### src/rtl/trace_fifo.sv
// First-word-fall-through FIFO; the caller guarantees push is never issued
// into a full FIFO without a simultaneous pop.
module trace_fifo #(
  parameter int W     = 36,
  parameter int DEPTH = 16
) (
  input  logic         clk,
  input  logic         resetn,
  input  logic         clear,
  input  logic         push,
  input  logic         pop,
  input  logic [W-1:0] din,
  output logic [W-1:0] dout,
  output logic         empty,
  output logic         full
);

  localparam int AW = $clog2(DEPTH);

  // One extra pointer bit separates full from empty when the low bits match.
  logic [AW:0]  wr_ptr, rd_ptr;
  logic [W-1:0] mem [DEPTH];

  assign empty = (wr_ptr == rd_ptr);
  assign full  = (wr_ptr[AW] != rd_ptr[AW]) && (wr_ptr[AW-1:0] == rd_ptr[AW-1:0]);
  assign dout  = mem[rd_ptr[AW-1:0]];

  // Storage carries no reset; only the pointers define contents.
  always_ff @(posedge clk) begin
    if (push && !clear) mem[wr_ptr[AW-1:0]] <= din;
  end

  // Pointer update with synchronous clear taking priority.
  always_ff @(posedge clk or negedge resetn) begin
    if (!resetn) begin
      wr_ptr <= '0;
      rd_ptr <= '0;
    end else if (clear) begin
      wr_ptr <= '0;
      rd_ptr <= '0;
    end else begin
      if (push) wr_ptr <= wr_ptr + 1'b1;
      if (pop)  rd_ptr <= rd_ptr + 1'b1;
    end
  end

endmodule

### config.mk
export PLATFORM = sky130hd
export DESIGN_NAME = trace_fifo
export DESIGN_NICKNAME = d
export VERILOG_FILES = /design/src/rtl/trace_fifo.sv
export SDC_FILE = /design/constraint.sdc
export NUM_CORES = 1
export LEC_CHECK = 0
export ABC_AREA = 1
export BUFFER_PORTS_ARGS = -buffer_cell sky130_fd_sc_hd__buf_4
export CAP_MARGIN = 10
export CORE_MARGIN = 2
export CORE_UTILIZATION = 55
export DETAILED_ROUTE_END_ITERATION = 12
export GPL_ROUTABILITY_DRIVEN = 0
export HOLD_SLACK_MARGIN = 0.03
export PLACE_DENSITY = 0.72
export SLEW_MARGIN = 10
export SYNTH_ARGS = -nofsm -noshare
export SYNTH_HDL_FRONTEND = slang
export SYNTH_SLANG_ARGS = --single-unit
### constraint.sdc
create_clock -name clk -period 3.8 [get_ports clk]
set_input_delay 0.76 -clock clk [delete_from_list [all_inputs] [get_ports clk]]
set_output_delay 0.76 -clock clk [all_outputs]
set_load 0.01 [all_outputs]
* Word-level counts from Yosys, hierarchy flattened
Memory sizes are Yosys's and may differ from the RTL's. Cells that the tools add are included. Widths: inputs -> output; s select.
Operators by class: add/sub/neg operators 2, equal/unequal tests 3, mux-type cells 6, reductions and logical operators 5
Operators by type and width (count):
- $mux 5 | 4
- $add 5x1->5 const B | 2
- $eq 5x5->1 | 1
- $eq 4x4->1 | 1
- $reduce_bool 2->1 | 2
- $logic_and 1x1->1 | 2
- $mux 1 | 2
- $logic_not 1->1 | 1
- $ne 1x1->1 | 1
Storage, ports and cells: bits in registers 10, bits in writable memories 576, input bits 41, output and inout bits 38, word-level logic and storage cells 19, memories 1
Memory list:
- mem | depth 16, width 36, rd ports 1, clocked after memory_dff 0, wr ports 1, RTL line 22 | logic [W-1:0] mem [DEPTH];

* Longest topological paths before layout
depth in word-level cells 4, mapped depth 11, mapped depth without buffers 8

* Worst setup path after synthesis
Ideal clock, no wire load.
path kind input-to-reg, from input port push, to memory mem[0][0], enable pin, setup time 0.429 ns, arrival time 2.652 ns, required time 3.371 ns, slack 0.719 ns, stages on the path 4, path buffers 0, path through inv_1 > nor2_1 > nand2_1 > nor2_1
Between the ends: word-level cells in the longest chain between the ends 3
Ends and longest elaborated chain:
- start: declaration | RTL line 10 | input logic push,
- $logic_and 1x1->1 | RTL line 30 | if (push && !clear) mem[wr_ptr[AW-1:0]] <= din;
- $mux 1 | RTL line 30
- $mux 1 (not written as such) | RTL line 30
- end: declaration | RTL line 22
Every way passes these cells.

* Worst setup path in the final report
from register rd_ptr[0], to output port dout[0]
Between the ends: word-level cells in the longest chain between the ends 1
Ends and longest elaborated chain:
- start: declaration | RTL line 21 | logic [AW:0] wr_ptr, rd_ptr;
- start signal: assignment | RTL line 43 | if (pop) rd_ptr <= rd_ptr + 1'b1;
- $mem_v2 16x36
- end: declaration | RTL line 13 | output logic [W-1:0] dout,
Every way passes these cells.

==> results.py <==
metrics = {
    "synth": {
        "synth_most_common_cell": "nand2_1",
        "muxShareOfSynthArea_pct": 0,
        "synth-xor-area-share_pct": 0.170,
        "synth_top_area_share_pct": 67.2,
        "synth-seq-cells": 586,
        "syn_inst": 2547,
        "synth_common_cells": "879 x nand2_1, 576 x edfxtp_1, 517 x inv_1, 362 x nand3_1, 55 x buf_2",
        "seq_area_frac_synth_pct": 68.2,
        "syn-num-nets": 2593,
        "synth_top_family_by_area": "simple AND/OR/NAND/NOR gates",
        "synthAdderAreaFrac_pct": 0.243,
        "yosys_warnings": 0,
        "ys_types": 22,
        "synth_edf_count": 576,
        "postSynth.asyncResetShare_pct": 1.71,
        "synth_area_um2": 25700,
        "synthFlopType": "edfxtp_1",
        "yosys-top-cells-area": "edfxtp_1 67%, nand2_1 13%, inv_1 7.5%",
        "yosysTopAreaCell": "edfxtp_1",
        "synthSimpleGateAreaFrac_pct": 20.4,
        "syn_avg_cell_area_um2": 10.1,
        "synth_compound_area_share_pct": 0.267,
    },
    "global_route": {
        "top_usage_layer": "met2",
        "grt_use_met3_pct": 4.22,
        "grt_pass1_wl_um": 94200,
        "grtUsageTotal_pct": 25.7,
        "antenna_found_initial": 2,
        "use_met1_pct": 35.3,
        "grt_pass1_vias": 16845,
        "grtUsageMet2_pct": 42.0,
        "grt_overflow": 0,
        "grt_max_degree": 195,
    },
    "critical_path": {
        "r2r-end": "mem[12][24]$_DFFE_PP_",
        "cp_max_fo": 84,
        "crit_end": "dout[0]",
        "worstPathRequired_ns": 3.04,
        "reg2reg_from": "wr_ptr[0]$_DFFE_PN0P_",
        "critical_path_class": "reg -> out",
        "rrSetupSlack_ns": 1.50,
        "critPathArrivalTime_ns": 2.70,
        "end_kind": "output port",
        "start_kind": "flop",
        "r2r_cells": 5,
        "crit_start": "rd_ptr[0]$_DFFE_PN0P_",
    },
    "pwr": {
        "power_frac_seq_pct": 52.1,
        "leakagePower_nw": 12.8,
        "sw_frac_of_total_pct": 22.1,
        "p_clk_share_pct": 40.8,
        "pwr-share-comb_pct": 7.1,
        "ir_drop_mv": 0.319,
        "p_sw_w": 0.00303,
        "internal-power_w": 0.0107,
        "p_per_area_nw_per_um2": 475,
    },
    "sta": {
        "setup_tns_ns": 0,
        "maxClockFrequency_mhz": 289,
        "min_period_over_period_pct": 91.1,
        "slew_headroom_pct": 31.1,
        "period_needed_ns": 3.46,
        "slew_violations": 0,
        "hold_violations": 0,
        "setup_violations": 0,
        "worstMarginPinSlew_ns": 1.03,
        "rsz0062_at_grt": "false",
        "skew_ns": 0.0164,
    },
    "cts": {
        "clock_path_buffers": 3,
        "clock_latency_ns": 0.60,
        "clk_pin_slew_ns": 0.06,
        "h-tree-depth": 2,
        "post_cts_resized": 0,
        "root_buffer": "clkbuf_16",
        "cts_tree": "built",
        "cts_made_buffers": 57,
        "clock-sinks": 586,
    },
    "run": {
        "drv_cap": 0,
    },
    "routing": {
        "viasPerCell": 5.19,
        "drc": 0,
        "dr.first_iter.drc_count": 1950,
        "final_antenna_net_count": 0,
        "vias": 16941,
        "firstDrtPassIters": 6,
        "wl_um": 60200,
        "wl_per_cell_um": 18.4,
    },
    "hold_path": {
        "hold_class": "in -> reg",
        "min_delay_path_depth": 2,
    },
    "final_layout": {
        "fill_cells": 3583,
        "final_util_pct": 62.4,
        "final_layout_size_suffix_gt1_share_pct": 9.56,
        "multi_input_area_um2": 5540,
        "fin_nets": 2658,
        "ff_latch_area_um2": 17600,
        "syn_to_final_growth_pct": 12.3,
        "finalNonFillerCells": 3265,
        "diodes": 0,
    },
    "floorplanning": {
        "core_um2": 46400,
        "rows": 79,
        "initial_core_util_pct": 55.5,
        "dieHeight_um": 220,
        "pin_count": 79,
        "dieArea_um2": 48600,
        "fp.dieW_um": 220,
    },
    "placed_design": {
        "hpwlAfterDp_um": 31800,
        "io_buffers": 78,
        "numPlacedInstances": 3159,
    },
    "status": {
        "status": "completed",
    },
}
-- worst min path at each step --
| stage | start | endpoint | slack [ns] |
|---|---|---|---|
| floorplan | wr_ptr[4]$_DFFE_PN0P_ | wr_ptr[4]$_DFFE_PN0P_ | 0.45 |
| global placement | wr_ptr[4]$_DFFE_PN0P_ | wr_ptr[4]$_DFFE_PN0P_ | 0.47 |
| detailed placement | rd_ptr[4]$_DFFE_PN0P_ | rd_ptr[4]$_DFFE_PN0P_ | 0.48 |
| CTS | clear | rd_ptr[1]$_DFFE_PN0P_ | 0.31 |
| global route | clear | rd_ptr[1]$_DFFE_PN0P_ | 0.34 |
| finish | clear | rd_ptr[1]$_DFFE_PN0P_ | 0.34 |
-- critical path, cell delays in order, from the launching register on --
cell     delay, ns
dfrtp_4       0.53
inv_8         0.42
buf_4         0.38
nand2_1       0.13
nand3_1       0.09
nand2_1       0.07
nand2_1       0.06
nand2_1       0.06
inv_1         0.07
nand2_1       0.10
buf_4         0.17
-- cells by family after synthesis --
| kind of cell | after synthesis |
|---|---|
| adders and majority gates | 5 |
| DFF | 586 |
| xor gates and xnor gates | 5 |
| buffers and inverters | 666 |
| and+or+nand+nor | 1272 |
| AOI/OAI and AO/OA | 13 |
-- sequential cells by signal, indices dropped and copies added (netlist names) --
name	count
mem	576
rd_ptr	5
wr_ptr	5
-- metrics by stage --
step | setup slack [ns] | hold WS, ns | area [µm²] | power [W]
floorplan | 0.719 | 0.454 | 25700 | 0.00790
global placement | 1.01 | 0.468 | 27100 | 0.00824
detailed placement | 0.973 | 0.480 | 27100 | 0.00826
CTS | 0.287 | 0.311 | 28900 | 0.0138
global route | 0.156 | 0.336 | 28900 | 0.0142
finish | 0.339 | 0.344 | 28900 | 0.0137
-- cells in the final DEF, fill, tap and decap left out, types with 13 or more instances in the layout --
master | synthesis | final
buf_4 | 22 | 101
clkbuf_1 | 11 | 13
inv_1 | 517 | 515
edfxtp_1 | 576 | 576
nand3_1 | 362 | 362
nor2_4 | 1 | 17
clkbuf_16 | 0 | 58
clkinv_1 | 1 | 15
nand2_1 | 879 | 879
buf_12 | 0 | 18
inv_2 | 33 | 34
-- cell type report --
class / count / area share [%]
tap: 607 / 2.63
clock inverter: 34 / 1.20
clock buffer: 71 / 5.19
inverter: 552 / 7.20
sequential: 586 / 60.7
multi-input combinational: 1295 / 19.2
timing repair buffer: 120 / 3.90
-- layer usage --
metal | up-vias | share of wire [%] | wire length [µm]
li1 | 8147 | - | -
met1 | 8032 | 42 | 25000
met2 | 647 | 48 | 28800
met3 | 111 | 8.0 | 4840
met4 | 4 | 2.5 | 1500
met5 | - | 0.038 | 23
-- what timing repair did --
action | 4_1_cts | 5_1_grt
buffers inserted | 0 | 0
hold buffers | 1 | 0
endpoints found under the hold margin | 10 | 0
-- power groups by stage --
stage	registers [W]	logic, W	clock network (W)
2_1_floorplan	0.00729	0.000603	0
3_3_place_gp	0.00730	0.000943	0
3_5_place_dp	0.00730	0.000960	0
4_1_cts	0.00717	0.000970	0.00569
5_1_grt	0.00717	0.00108	0.00596
6_report	0.00717	0.000970	0.00561
Power figures use the tool's default switching activity.
